===== config.mk =====
export PLATFORM = sky130hd
export DESIGN_NAME = rom_streamer_flat
export DESIGN_NICKNAME = d
export VERILOG_FILES = /design/src/rtl/rom_streamer_if.sv /design/src/rtl/rom_streamer.sv /design/src/flat_wrapper.sv
export SDC_FILE = /design/constraint.sdc
export NUM_CORES = 1
export LEC_CHECK = 0
export ABC_AREA = 1
export ABC_CLOCK_PERIOD_IN_PS = 7300
export CAP_MARGIN = 25
export CORE_MARGIN = 8
export CORE_UTILIZATION = 59
export CTS_BUF_LIST = sky130_fd_sc_hd__clkbuf_2
export DETAILED_ROUTE_END_ITERATION = 16
export PLACE_DENSITY_LB_ADDON = 0.1
export SYNTH_ARGS = -nofsm -noshare
export SYNTH_HDL_FRONTEND = slang
export SYNTH_SLANG_ARGS = --single-unit

===== constraint.sdc =====
create_clock -name clk -period 7.3 [get_ports clk]
set_input_delay 1.46 -clock clk [delete_from_list [all_inputs] [get_ports clk]]
set_output_delay 1.46 -clock clk [all_outputs]
set_load 0.01 [all_outputs]

===== src/rtl/rom_streamer_if.sv =====
// Bundle of the burst-control, ROM-read and output-stream signals of rom_streamer.
// Output stream: a word moves when out_valid & out_ready in the same cycle; out_valid/out_data hold until then.
interface rom_streamer_if #(
  parameter int asize = 11,
  parameter int width = 16
);
  logic             start;
  logic [asize-1:0] start_addr;
  logic [asize:0]   count;
  logic             busy;
  logic             done;
  logic             rom_en;
  logic [asize-1:0] rom_addr;
  logic [width-1:0] rom_dout;
  logic             out_valid;
  logic             out_ready;
  logic [width-1:0] out_data;
  logic             out_last;
  logic [1:0]       dbg_state;

  modport slave (
    input  start, start_addr, count, rom_dout, out_ready,
    output busy, done, rom_en, rom_addr, out_valid, out_data, out_last, dbg_state
  );

  modport master (
    output start, start_addr, count, rom_dout, out_ready,
    input  busy, done, rom_en, rom_addr, out_valid, out_data, out_last, dbg_state
  );
endinterface


===== src/rtl/rom_streamer.sv =====
// Streams a burst of words from a 1-cycle-latency ROM through a 2-entry output buffer.
// Reads are credit-limited so backpressure can never drop a returning word.
module rom_streamer #(
  parameter int size  = 2048,
  parameter int width = 16,
  parameter int asize = $clog2(size)
) (
  input logic         clk,
  input logic         rst,
  rom_streamer_if.slave bus
);

  typedef enum logic [1:0] {IDLE = 2'd0, RUN = 2'd1, DRAIN = 2'd2} state_t;

  state_t           state_q, state_d;
  logic [asize-1:0] addr_q, addr_d;
  logic [asize:0]   rd_left_q, rd_left_d;
  logic [asize:0]   out_left_q, out_left_d;
  logic             done_q, done_d;
  logic             infl_q;
  logic [width-1:0] buf_q [2];
  logic             rd_ptr_q, wr_ptr_q;
  logic [1:0]       cnt_q;

  logic       out_valid, out_last, pop, push, rom_en;
  logic [2:0] occ;

  assign out_valid = (cnt_q != 2'd0);
  assign pop       = out_valid & bus.out_ready;
  assign push      = infl_q;
  assign out_last  = out_valid && (out_left_q == (asize+1)'(1));
  // A word accepted this cycle frees its slot, which keeps one read per cycle.
  assign occ       = 3'(cnt_q) + 3'(infl_q) - 3'(pop);
  assign rom_en    = (state_q == RUN) && (rd_left_q != '0) && (occ < 3'd2);

  assign bus.busy      = (state_q != IDLE);
  assign bus.done      = done_q;
  assign bus.rom_en    = rom_en;
  assign bus.rom_addr  = addr_q;
  assign bus.out_valid = out_valid;
  assign bus.out_data  = out_valid ? buf_q[rd_ptr_q] : '0;
  assign bus.out_last  = out_last;
  assign bus.dbg_state = state_q;

  always_comb begin
    state_d    = state_q;
    addr_d     = addr_q;
    rd_left_d  = rd_left_q;
    out_left_d = out_left_q;
    done_d     = 1'b0;
    if (pop) out_left_d = out_left_q - 1'b1;
    case (state_q)
      IDLE: begin
        if (bus.start) begin
          if (bus.count == '0) begin
            done_d = 1'b1;
          end else begin
            state_d    = RUN;
            addr_d     = bus.start_addr;
            rd_left_d  = bus.count;
            out_left_d = bus.count;
          end
        end
      end
      RUN: begin
        if (rom_en) begin
          addr_d    = (addr_q == asize'(size - 1)) ? '0 : addr_q + 1'b1;
          rd_left_d = rd_left_q - 1'b1;
          if (rd_left_q == (asize+1)'(1)) state_d = DRAIN;
        end
      end
      DRAIN: begin
        if (pop && out_last) begin
          state_d = IDLE;
          done_d  = 1'b1;
        end
      end
      default: state_d = IDLE;
    endcase
  end

  always_ff @(posedge clk or posedge rst) begin
    if (rst) begin
      state_q    <= IDLE;
      addr_q     <= '0;
      rd_left_q  <= '0;
      out_left_q <= '0;
      done_q     <= 1'b0;
    end else begin
      state_q    <= state_d;
      addr_q     <= addr_d;
      rd_left_q  <= rd_left_d;
      out_left_q <= out_left_d;
      done_q     <= done_d;
    end
  end

  // rom_dout is only meaningful the cycle after a read was issued.
  always_ff @(posedge clk or posedge rst) begin
    if (rst) begin
      infl_q   <= 1'b0;
      buf_q[0] <= '0;
      buf_q[1] <= '0;
      rd_ptr_q <= 1'b0;
      wr_ptr_q <= 1'b0;
      cnt_q    <= 2'd0;
    end else begin
      infl_q <= rom_en;
      if (push) begin
        buf_q[wr_ptr_q] <= bus.rom_dout;
        wr_ptr_q        <= ~wr_ptr_q;
      end
      if (pop) rd_ptr_q <= ~rd_ptr_q;
      cnt_q <= cnt_q + 2'(push) - 2'(pop);
    end
  end

endmodule


===== src/flat_wrapper.sv =====
// flat-port wrapper written by rule: the top's interface ports become plain ports
module rom_streamer_flat 
#(
  parameter int size  = 2048,
  parameter int width = 16,
  parameter int asize = $clog2(size)
)
  (clk, rst, bus_start, bus_start_addr, bus_count, bus_rom_dout, bus_out_ready, bus_busy, bus_done, bus_rom_en, bus_rom_addr, bus_out_valid, bus_out_data, bus_out_last, bus_dbg_state);
  rom_streamer_if #(.asize(asize), .width(width)) bus_i ();
  input logic clk;
  input logic rst;
  input wire logic [$bits(bus_i.start)-1:0] bus_start;
  input wire logic [$bits(bus_i.start_addr)-1:0] bus_start_addr;
  input wire logic [$bits(bus_i.count)-1:0] bus_count;
  input wire logic [$bits(bus_i.rom_dout)-1:0] bus_rom_dout;
  input wire logic [$bits(bus_i.out_ready)-1:0] bus_out_ready;
  output wire logic [$bits(bus_i.busy)-1:0] bus_busy;
  output wire logic [$bits(bus_i.done)-1:0] bus_done;
  output wire logic [$bits(bus_i.rom_en)-1:0] bus_rom_en;
  output wire logic [$bits(bus_i.rom_addr)-1:0] bus_rom_addr;
  output wire logic [$bits(bus_i.out_valid)-1:0] bus_out_valid;
  output wire logic [$bits(bus_i.out_data)-1:0] bus_out_data;
  output wire logic [$bits(bus_i.out_last)-1:0] bus_out_last;
  output wire logic [$bits(bus_i.dbg_state)-1:0] bus_dbg_state;
  assign bus_i.start = bus_start;
  assign bus_i.start_addr = bus_start_addr;
  assign bus_i.count = bus_count;
  assign bus_i.rom_dout = bus_rom_dout;
  assign bus_i.out_ready = bus_out_ready;
  assign bus_busy = bus_i.busy;
  assign bus_done = bus_i.done;
  assign bus_rom_en = bus_i.rom_en;
  assign bus_rom_addr = bus_i.rom_addr;
  assign bus_out_valid = bus_i.out_valid;
  assign bus_out_data = bus_i.out_data;
  assign bus_out_last = bus_i.out_last;
  assign bus_dbg_state = bus_i.dbg_state;
  rom_streamer #(.size(size), .width(width), .asize(asize)) u_core (.clk(clk), .rst(rst), .bus(bus_i));
endmodule

# After elaboration in Yosys (flattened, before gate mapping)

Cells that the tools add are included.

Bitwise logic cells: 5
Magnitude comparators: 4
Mux-type cells: 30
Equality and inequality tests: 10
Reduce and logical (&&, ||, !) cells: 13
$add $sub $neg: 7

Operators with widths:

| kind                    | number |
|---|---|
| $mux W12                | 7 |
| $mux W16                | 5 |
| $mux W11                | 4 |
| $bwmux W32              | 1 |
| $eq A12 B1 Y1 const B   | 2 |
| $pmux W12 S2            | 1 |
| $sub A12 B1 Y12 const B | 2 |
| $pmux W11 S2            | 1 |
| $demux W16 S1           | 1 |
| $logic_not A12 Y1       | 1 |
| $reduce_bool A12 Y1     | 1 |
| $add A11 B1 Y11 const B | 1 |
| $eq A11 B11 Y1 const B  | 1 |
| $mux W2                 | 5 |
| $ne A2 B2 Y1 const B    | 3 |
| $pmux W2 S3             | 1 |
| $reduce_bool A2 Y1      | 3 |
| $logic_and A1 B1 Y1     | 5 |
| $reduce_and A5 Y1       | 1 |
| $ge A2 B2 Y1 const B    | 2 |
| $ne A2 B1 Y1 const B    | 2 |
| $not A1 Y2              | 2 |
| $reduce_and A4 Y1       | 1 |
| $add A2 B1 Y3           | 1 |
| other kinds (12)        | 15 |

Flip-flop bits (word level): 75
Input bits: 43
Output and inout bits: 34
Word-level logic and storage cells: 80

# Logic depth before layout (Yosys ltp)

Gate-level depths: netlist of the first run.

Depth after elaboration: 7
Depth in mapped cells: 17

# Worst setup path after synthesis of the first run

Ideal clock, no wire load.

Path type: input to output
Start point: in bus_out_ready
End point: out bus_rom_en
Arrival time: 2.880 ns
Data required time: 5.840 ns
Stages on the path: 12
Path slack: 2.960 ns
Path through: inv_1 nor2_8 inv_1 nand2_1 nand2_1 ha_1 fa_1 inv_1 nand2_1 nor2_1 nand2_1 inv_1

Longest elaborated chain between the ends: 4

RTL lines:

| element             | line               | RTL |
|---|---|---|
| start: declaration  | flat_wrapper.sv:16 | `input wire logic [$bits(bus_i.out_ready)-1:0] bus_out_ready;` |
| $and A1 B1 Y1       | rom_streamer.sv:29 | `assign pop = out_valid & bus.out_ready;` |
| $sub A3 B1 Y3       | rom_streamer.sv:33 | `assign occ = 3'(cnt_q) + 3'(infl_q) - 3'(pop);` |
| net u_core.occ[1]   | rom_streamer.sv:26 | `logic [2:0] occ;` |
| $lt A3 B2 Y1        | rom_streamer.sv:34 | `assign rom_en = (state_q == RUN) && (rd_left_q != '0) && (occ < 3'd2);` |
| $logic_and A1 B1 Y1 | rom_streamer.sv:34 |  |
| end: declaration    | flat_wrapper.sv:19 | `output wire logic [$bits(bus_i.rom_en)-1:0] bus_rom_en;` |

The timed path passes the listed nets, and every way through them passes these cells.

# Final worst setup path of the first run

Same ends and word-level chain as after synthesis.

==> reports/qor.txt, run 1 <==
Status: completed
Clock Path Buffers: 2
Top Ports: 77
Multiplexer share of the synthesized area: 0
Worst-path clk slew: 0.22 ns
Cts repair resizes: 0
Peak VDD IR: 0.000239 V
Beginning of the worst hold path: u_core.buf_q[21]$_DFFE_PP0P_
Core Region: 7140 um^2
Post-route ant nets: 0
Latest clock arrival within the worst-skew pair: 0.51 ns
CTS H-tree lvls: 3
Root Buffer: clkbuf_2
Initial DRC Count: 185
Data required, critical path: 5.84 ns
Vias in the first global route: 3,882
Placed cells: 778
Die Ht: 101 um
Min-Delay Endpoint: u_core.buf_q[21]$_DFFE_PP0P_
Die ar.: 10,200 um^2
Kind of critical path: primary input to output port
Post-synthesis register bit count: 75
Worst hold stages: 2
Pins Over Slew Limit: 0
Simple-gate share of the synthesized area: 0.333
Reg2reg end: u_core.bus.rom_addr[8]$_DFFE_PP0P_
Area Growth Syn to Fin: 21.5%
Synth cell types: 29
CTS tree: done
Final hold violations: 0
Final wirelength: 10.6 mm
Vias: 4,011
Compound-gate portion of the synthesized area: 0.104
Global-route wire length before repair: 17.7 mm
CP Max Fanout: 9
Post-route insts no fill: 794
Syn Inst Count: 621
Rel. slew slack: 0.337
Leak: 2.67 nW
Pin count of the biggest net entering global routing: 76
R2r startpoint: u_core.cnt_q[1]$_DFF_PP0_
Sequential element share of the synthesized area: 0.438
Max Fclk: 181 MHz
Setup Skew: 0.0224 ns
Cells along the critical path: clkdlybuf4s50_1 > inv_1 > nor2_8 > inv_1 > nand2_1 > nand2_1 > ha_1 > fa_1 > inv_1 > nand2_1 > nor2_1 > nand2_1 > inv_1 > clkdlybuf4s50_1
Synth Area in XOR/XNOR: 0.0184
Arr. time, crit path: 4.07 ns
Commonest cells post-synth: nand2_1, dfrtp_1, inv_1
Share of cells above drive strength 1: 0.0388
Power per standard cell area: 434 nW/um^2
Initial antenna violation count: 0
Mapped cell area: 4280 um^2
Tightest Pin Transition: 0.994 ns
Post-CTS setup buffers: 0
Critical path buffer and inverter count: 6
Synth top area cells: dfrtp_1, nand2_1, o21ai_0, inv_1, nor2_1
Fin crit period: 5.53 ns
Synthesized Nets: 672
Avg WL per Cell: 13.3 um
DRC Markers: 0
GRT Total Usage: 0.214
Hold Buf Count CTS: 0
CP Capture Type: output port
Slowest cell on crit path: clkdlybuf4s50_1
Die Wd: 101 um
Critical path launch point type: primary input
RePlAce Congestion: 0.877
Post-synth ARST share: 1.00
Ant diodes: 0
Most used flip-flop cell after synthesis: dfrtp_1
Vias per cell: 5.05
Crit path largest cell delay: 0.55 ns
Final TNS setup: 0 ns
Drt pass-1 iters: 5
R2r worst-path depth: 16
Cts bufs inserted: 9
Starting Density: 0.600
Post-synth EDFFs: 0
Largest family of logic cells by synthesized area: simple AND/OR/NAND/NOR gates
Final Cycle Share: 0.757
Yosys top cell by area: dfrtp_1
Yosys top cell area share: 0.438
Final nets: 741
DR WL met2: 5.12 mm
Port bufs: 76
Max layer used: met4
Clk sink count: 75
Overflow after GRT: 0
Setup violators final: 0
Max-Cap Viols: 0
Hold crit path type: register to register
# rows: 31
Flop2flop setup slack: 3.78 ns
Synth Area per Inst: 6.89 um^2
Dpl hpwl: 7.58 mm
Top delay family on crit path: buffers and inverters
Metal3 WL: 516 um
RSZ-0062 raised after global routing: no
Post-synthesis adder-cell area fraction: 0.0251
M1 WL: 4.80 mm
Synth warn: 0
Most common cell in the netlist: nand2_1
layout by cell type, fill, tap and decap left out, drive strengths merged:
| master | n |
|---|---|
| nand2 | 254 |
| clkdlybuf4s50 | 76 |
| dfrtp | 75 |
| inv | 70 |
| nor2 | 63 |
| o21ai | 59 |
| nand3 | 28 |
| a21oi | 24 |
| clkbuf | 9 |
| ha | 7 |
| xor2 | 5 |
| xnor2 | 4 |
| clkinv | 4 |
| or2 | 3 |
| o31ai | 2 |
| nand4 | 2 |
| nand3b | 2 |
| nor3 | 2 |
| o21bai | 1 |
| o22ai | 1 |
| fa | 1 |
| bufinv | 1 |
| clkinvlp | 1 |
| buf | 1 |
where the power goes:
| part | internal (W) | total (W) | switching, W | leakage (nW) |
|---|---|---|---|---|
| Combinational | 0.000514 | 0.00122 | 0.000707 | 1.68 |
| Sequential | 0.000621 | 0.000808 | 0.000187 | 0.916 |
| Clock | 0.0000780 | 0.000228 | 0.000150 | 0.0674 |
| Total | 0.00121 | 0.00226 | 0.00104 | 2.67 |
cell families after synthesis:
kind of cell	after synthesis
AOI/OAI and AO/OA	87
and+or+nand+nor	354
buffers and inverters	88
xor gates and xnor gates	9
DFF	75
adders and majority gates	8
flip-flops by register name (all words and copies together) (netlist names):
register              flops
u_core.buf_q             32
u_core.out_left_q        12
u_core.rd_left_q         12
u_core.bus.rom_addr      11
u_core.bus.dbg_state      2
u_core.cnt_q              2
u_core.bus.done           1
u_core.infl_q             1
u_core.rd_ptr_q           1
u_core.wr_ptr_q           1
worst max-delay path by stage:
stage | endpoint | depth (start not counted) | start
6_report | bus_rom_en | 14 | bus_out_ready
5_1_grt | bus_rom_en | 14 | bus_out_ready
4_1_cts | bus_rom_en | 14 | bus_out_ready
3_5_place_dp | bus_rom_en | 14 | bus_out_ready
3_3_place_gp | bus_rom_en | 14 | bus_out_ready
2_1_floorplan | bus_rom_en | 12 | bus_out_ready
cell type report:
type	instances	area [um^2]
clock buffer	9	45.0
multi-input combinational	458	2060
fill	611	1940
tap	99	124
inverter	69	262
sequential	75	1880
clock inverter	7	67.6
timing repair buffer	77	768
worst reg2reg max path: stages, from the launching register on:
cell and delay [ns]:
dfrtp_1 0.46, nor2_2 0.79, nor2_8 0.08, inv_1 0.16, nand2_1 0.06, nand2_1 0.06, ha_1 0.16, fa_1 0.45
inv_1 0.07, nand2_1 0.05, nor2_1 0.13, nand2_1 0.10, nand2_2 0.10, nand3_4 0.29, inv_4 0.33, nand2_1 0.11
nand2_1 0.07
per-layer routing:
metal / vias to the layer above / GRT usage
met5: - / 0
met3: 12 / 0.0385
li1: 2062 / -
met1: 1852 / 0.273
met4: 0 / 0.0607
met2: 85 / 0.364
through the flow:
stage	util	worst slack, ns	hold WS (ns)	power (W)	area, um^2
after floorplan	-	2.96	0.453	0.00158	4280
after global placement	0.713	1.83	0.467	0.00198	5090
after detailed placement	0.713	1.78	0.473	0.00204	5090
after CTS	0.728	1.76	0.515	0.00227	5200
after global routing	0.728	1.53	0.533	0.00246	5200
final	0.728	1.77	0.516	0.00226	5200
Power figures use the tool's default switching activity.
==> run 2: changes to the inputs <==
- ABC_CLOCK_PERIOD_IN_PS: 7300 -> 4600
- CORE_UTILIZATION: 59 -> 49
- clock period: 7.3 -> 4.6 ns (I/O delays scaled with it)
==> reports/qor.txt, run 2 (synthesis results as in run 1) <==
Status: completed
CP Capture Type: output port
Largest Register: u_core.buf_q
Initial antenna violation count: 0 (unchanged)
Dpl hpwl: 7.78 mm (+2.6%)
Clk sink count: 75 (unchanged)
Rel. slew slack: 0.381 (+0.0441)
RSZ-0062 raised after global routing: no
Starting Density: 0.498 (-0.102)
Port bufs: 76 (unchanged)
Final TNS setup: 0 ns (unchanged)
Max Fclk: 228 MHz
Root Buffer: clkbuf_2
Latest clock arrival within the worst-skew pair: 0.50 ns (about the same)
GRT Total Usage: 0.189 (-0.0254)
Leak: 2.67 nW (+0.25%)
Vias per cell: 5.06 (+0.26%)
Critical path buffer and inverter count: 6 (unchanged)
Drt pass-1 iters: 5 (unchanged)
CTS H-tree lvls: 3 (unchanged)
Top delay family on crit path: buffers and inverters
Die Ht: 109 um (+8.2%)
Max-Cap Viols: 0 (unchanged)
Hold crit path type: register to register
Top Ports: 77 (unchanged)
Final hold violations: 0 (unchanged)
Share of cells above drive strength 1: 0.0431 (+0.00425)
Power per standard cell area: 689 nW/um^2 (+59%)
Die Wd: 109 um (+8.2%)
Data required, critical path: 3.68 ns (-2.16 ns)
DRC Markers: 0 (unchanged)
Placement Cell Area: 5100 um^2 (+0.37%)
Clock Path Buffers: 2 (unchanged)
Vias: 4,072 (+1.5%)
Setup violators final: 0 (unchanged)
Core Util, Final: 0.608 (-0.121)
Most common cell after layout, fill and taps aside: nand2_1
Biggest regs: u_core.buf_q: 32 flops, u_core.out_left_q: 12 flops, u_core.rd_left_q: 12 flops
Final nets: 742 (+0.13%)
Post-route insts no fill: 804 (+1.3%)
Avg WL per Cell: 13.6 um (+2.1%)
Worst-path clk slew: 0.18 ns (-0.04 ns)
Ant diodes: 0 (unchanged)
Global-route wire length before repair: 18.2 mm (+2.6%)
Placed cells: 788 (+1.3%)
Overall power: 0.00360 W (+59%)
CTS tree: done
RePlAce Congestion: 0.837 (-4.6%)
Cts bufs inserted: 9 (unchanged)
Tightest Pin Transition: 0.927 ns (-0.0674 ns)
Cells along the critical path: clkdlybuf4s50_1 > inv_1 > nor2_8 > inv_1 > nand2_1 > nand2_1 > ha_1 > fa_1 > inv_1 > nand2_1 > nor2_1 > nand2_1 > inv_1 > clkdlybuf4s50_1
Pin count of the biggest net entering global routing: 60 (-21%)
Setup Skew: 0.0298 ns (+0.00743 ns)
Fin crit period: 4.39 ns
Design area: 5220 um^2 (+0.46%)
Initial DRC Count: 172 (-7.0%)
Post-CTS setup buffers: 0 (unchanged)
Die ar.: 12,000 um^2 (+17%)
Arr. time, crit path: 3.47 ns (-0.60 ns)
Peak VDD IR: 0.000346 V (+44%)
Area Growth Syn to Fin: 22.0%
Hold Buf Count CTS: 0 (unchanged)
Overflow after GRT: 0 (unchanged)
FILL cells: 777 (+27%)
Final Cycle Share: 0.955
Post-route ant nets: 0 (unchanged)
Vias in the first global route: 3,877 (-0.13%)
Kind of critical path: primary input to output port
CP Max Fanout: 9 (unchanged)
Core Region: 8590 um^2 (+20%)
# rows: 34 (+9.7%)
Slowest cell on crit path: clkdlybuf4s50_1
Crit path largest cell delay: 0.54 ns (about the same)
Final wirelength: 10.9 mm (+3.4%)
Critical path launch point type: primary input
Cts repair resizes: 0 (unchanged)
Pins Over Slew Limit: 0 (unchanged)
Max FFs per register: 32 (unchanged)
Most frequent cells in the layout: nand2_1, clkdlybuf4s50_1, dfrtp_1
==> run 2: cell count changes in the layout (fill, tap and decap cells not counted), sizes merged <==
cell | previous run | this run
buf | 1 | 2
clkbuf | 9 | 11
clkinv | 4 | 1
clkinvlp | 1 | 2
==> run 2: final timing paths <==
kind / startpoint / endpoint / slack, ns / cells after the start
max: bus_out_ready / bus_rom_en / 0.21 / 14
min: u_core.buf_q[29]$_DFFE_PP0P_ / u_core.buf_q[29]$_DFFE_PP0P_ / 0.51 / 2
max reg2reg: u_core.cnt_q[1]$_DFF_PP0_ / u_core.rd_left_q[5]$_DFFE_PP0P_ / 1.67 / 16
min reg2reg: u_core.buf_q[29]$_DFFE_PP0P_ / u_core.buf_q[29]$_DFFE_PP0P_ / 0.51 / 2
max in group asynchronous: rst / u_core.buf_q[13]$_DFFE_PP0P_ / 2.83 / 3
min in group asynchronous: rst / u_core.bus.rom_addr[0]$_DFFE_PP0P_ / 0.68 / 2
==> run 2: area by class of cell <==
| type | instances | area (um^2) | area share |
|---|---|---|---|
| multi-input cells | 458 | 2060 | 0.394 |
| repair buffers | 78 | 776 | 0.149 |
| well taps | 108 | 135 | 0.0259 |
| flip-flops and latches | 75 | 1880 | 0.359 |
| clock buffers | 11 | 55.1 | 0.0105 |
| clock inverters | 5 | 62.6 | 0.0120 |
| inverters | 69 | 262 | 0.0501 |
==> run 2: per-layer routing <==
layer | vias to the layer above | wire [um] | global-route usage
met3 | 16 | 638 | 0.0387
met2 | 112 | 5130 | 0.307
met5 | - | 0 | 0
met1 | 1883 | 4990 | 0.248
met4 | 0 | 165 | 0.0588
li1 | 2061 | - | -
==> run 2: power by group <==
group / total, W / internal [W] / switching, W / leakage [nW]
logic: 0.00194 / 0.000820 / 0.00112 / 1.69
registers: 0.00129 / 0.000986 / 0.000301 / 0.916
clock network: 0.000375 / 0.000133 / 0.000243 / 0.0688
total: 0.00360 / 0.00194 / 0.00166 / 2.67
==> run 2: stage by stage <==
step | hold slack (ns) | worst slack [ns]
2_1_floorplan | 0.453 | 1.34
3_3_place_gp | 0.466 | 0.233
3_5_place_dp | 0.474 | 0.191
4_1_cts | 0.516 | 0.191
5_1_grt | 0.546 | 0.0332
6_report | 0.513 | 0.209
==> run 2: worst min-delay path, stage by stage, from the launching register on <==
cell and delay (ns):
dfrtp_1 0.38, nand2_1 0.05, o21ai_0 0.06
==> run 3: changes to the inputs <==
- ABC_AREA: 1 -> default
- CORE_UTILIZATION: 49 -> 35
- HOLD_SLACK_MARGIN: default -> 0.1
==> reports/qor.txt, run 3 <==
GR met3 Demand/Resource: 0.0394 (+0.000697)
Crit path largest cell delay: 0.56 ns (+0.02 ns)
Data required, critical path: 3.68 ns (about the same)
Slowest cell on crit path: clkdlybuf4s50_1
Ant diodes: 0 (unchanged)
Core Util, Final: 0.453 (-0.155)
Post-synth EDFFs: 0 (unchanged)
Post-CTS setup buffers: 0 (unchanged)
Final setup margin: 0.220 ns (+0.0115 ns)
Pin count of the biggest net entering global routing: 51 (-15%)
Pre-CTS WS: 0.196 ns (+0.00454 ns)
Vias in the first global route: 3,482 (-10%)
Critical path buffer and inverter count: 2 (-4)
Initial antenna violation count: 0 (unchanged)
Met1 usage: 0.171 (-0.0767)
Most frequent CP cell: clkdlybuf4s50_1
Post-route ant nets: 0 (unchanged)
Most common cell in the netlist: dfrtp_1
Worst-path clk slew: 0.21 ns (+0.03 ns)
RePlAce Congestion: 0.802 (-4.1%)
Top delay family on crit path: buffers and inverters
Hold crit path type: register to register
Core Region: 11,500 um^2 (+34%)
Drt pass-1 iters: 4 (-1)
Mapped cell area: 4150 um^2 (-3.0%)
Largest Register: u_core.buf_q
Most frequent cells in the layout: clkdlybuf4s50_1, dfrtp_1, nor2_1
Setup crit start: bus_out_ready
Synth Area per Inst: 10.2 um^2 (+47%)
Share of cells above drive strength 1: 0.166 (+0.123)
Port bufs: 76 (unchanged)
Most common cell after layout, fill and taps aside: clkdlybuf4s50_1
Tightest Pin Transition: 1.01 ns (+0.0852 ns)
Most used flip-flop cell after synthesis: dfrtp_1
Max-Cap Viols: 0 (unchanged)
Synthesized Nets: 460 (-32%)
Final Cycle Share: 0.952 (-0.00250)
Die ar.: 15,600 um^2 (+30%)
Pins Over Slew Limit: 0 (unchanged)
Hold Slack: 0.496 ns (-0.0173 ns)
Final nets: 533 (-28%)
Sequential element share of the synthesized area: 0.452 (+0.0135)
Dpl hpwl: 7.66 mm (-1.6%)
CP Capture Type: output port
Max FFs per register: 32 (unchanged)
Post-synth ARST share: 1.00 (unchanged)
Cts repair resizes: 0 (unchanged)
Peak VDD IR: 0.000242 V (-30%)
Overflow after GRT: 0 (unchanged)
Rel. slew slack: 0.325 (-0.0553)
R2r startpoint: u_core.cnt_q[1]$_DFF_PP0_
Global-route wire length before repair: 17.8 mm (-2.5%)
CTS H-tree lvls: 3 (unchanged)
Area Growth Syn to Fin: 25.6%
Cts bufs inserted: 9 (unchanged)
Die Ht: 125 um (+14%)
Placed cells: 614 (-22%)
CP Max Fanout: 4 (-5)
Fin crit period: 4.38 ns (-0.0115 ns)
RSZ-0062 raised after global routing: no
Commonest cells post-synth: dfrtp_1, nor2_1, mux2_2
Die Wd: 125 um (+14%)
Root Buffer: clkbuf_2
Leak: 2.08 nW (-22%)
Vias per cell: 5.34 (+5.4%)
Synth top area cells: dfrtp_1, mux2_2, nor2_1, mux2i_1, o31ai_1
Clock Path Buffers: 2 (unchanged)
Latest clock arrival within the worst-skew pair: 0.52 ns (+0.02 ns)
Busiest layer in global routing: met2
Final TNS setup: 0 ns (unchanged)
Biggest regs: u_core.buf_q: 32 flops, u_core.out_left_q: 12 flops, u_core.rd_left_q: 12 flops
Met2 Usage GRT: 0.230 (-0.0775)
Final wirelength: 10.7 mm (-1.9%)
Avg WL per Cell: 17.0 um (+25%)
Syn Inst Count: 409 (-34%)
Post-synthesis register bit count: 75 (unchanged)
Kind of critical path: primary input to output port
Hold Buf Count CTS: 0 (unchanged)
Setup violators final: 0 (unchanged)
Final hold violations: 0 (unchanged)
Max Fclk: 228 MHz (+0.26%)
Clk sink count: 75 (unchanged)
Cells along the critical path: clkdlybuf4s50_1 > o21ai_2 > or2_2 > nand2_1 > ha_1 > fa_1 > nor2_2 > and3_1 > clkdlybuf4s50_1
Post-route insts no fill: 630 (-22%)
Synth cell types: 65 (+120%)
Yosys top cell area share: 0.452 (+0.0135)
Yosys top cell by area: dfrtp_1
Vias: 3,363 (-17%)
Beginning of the worst hold path: u_core.wr_ptr_q$_DFFE_PP0P_
Top Ports: 77 (unchanged)
# rows: 39 (+15%)
DRC Markers: 0 (unchanged)
Synth warn: 0 (unchanged)
Power per standard cell area: 688 nW/um^2 (about the same)
Setup Skew: 0.0196 ns (-0.0102 ns)
GRT Total Usage: 0.139 (-0.0496)
Initial DRC Count: 151 (-12%)
CTS tree: done
Status: completed
Starting Density: 0.361 (-0.138)
Critical path launch point type: primary input
Arr. time, crit path: 3.46 ns (about the same)
## run 3: area by class of cell
type,count,area (um^2)
Clock buffer,10,50.0
Inverter,13,48.8
Multi-Input combinational cell,298,2120
Timing Repair Buffer,85,828
Fill cell,1138,6300
Tap cell,143,179
Sequential cell,75,1880
Clock inverter,6,114
## run 3: final timing paths
check / endpoint / slack [ns] / cells after the start
setup / recovery: bus_rom_en / 0.22 / 9
hold / removal: u_core.wr_ptr_q$_DFFE_PP0P_ / 0.50 / 1
setup reg to reg: u_core.bus.rom_addr[0]$_DFFE_PP0P_ / 1.67 / 10
hold reg to reg: u_core.wr_ptr_q$_DFFE_PP0P_ / 0.50 / 1
max in group asynchronous: u_core.buf_q[20]$_DFFE_PP0P_ / 2.79 / 3
min in group asynchronous: u_core.bus.rom_addr[3]$_DFFE_PP0P_ / 0.74 / 2
## run 3: layer usage
layer | share of wire | routed length, um
met5 | 0 | 0
met4 | 0.013 | 142
met3 | 0.047 | 501
met2 | 0.47 | 5050
met1 | 0.47 | 5020
## run 3: power by group
group	switching (W)	leakage, nW	internal [W]
sequential	0.000315	0.909	0.000967
clock	0.000247	0.0883	0.000237
combinational	0.000882	1.09	0.000942
total	0.00144	2.08	0.00215
## run 3: stage by stage
stage	area [um^2]	total power, W
global placement	5050	0.00311
detailed placement	5050	0.00315
CTS	5220	0.00364
floorplan	4150	0.00243
global route	5220	0.00388
finish	5220	0.00359
## run 3: cells by family after synthesis
group | after synthesis | synth area share
AO/OA/AOI/OAI | 89 | 0.145
adder cells (fa/ha/maj) | 8 | 0.0259
AND/OR/NAND/NOR | 137 | 0.179
buffers and inverters | 36 | 0.0377
XOR/XNOR | 13 | 0.0274
flip-flops | 75 | 0.452
multiplexers | 51 | 0.133
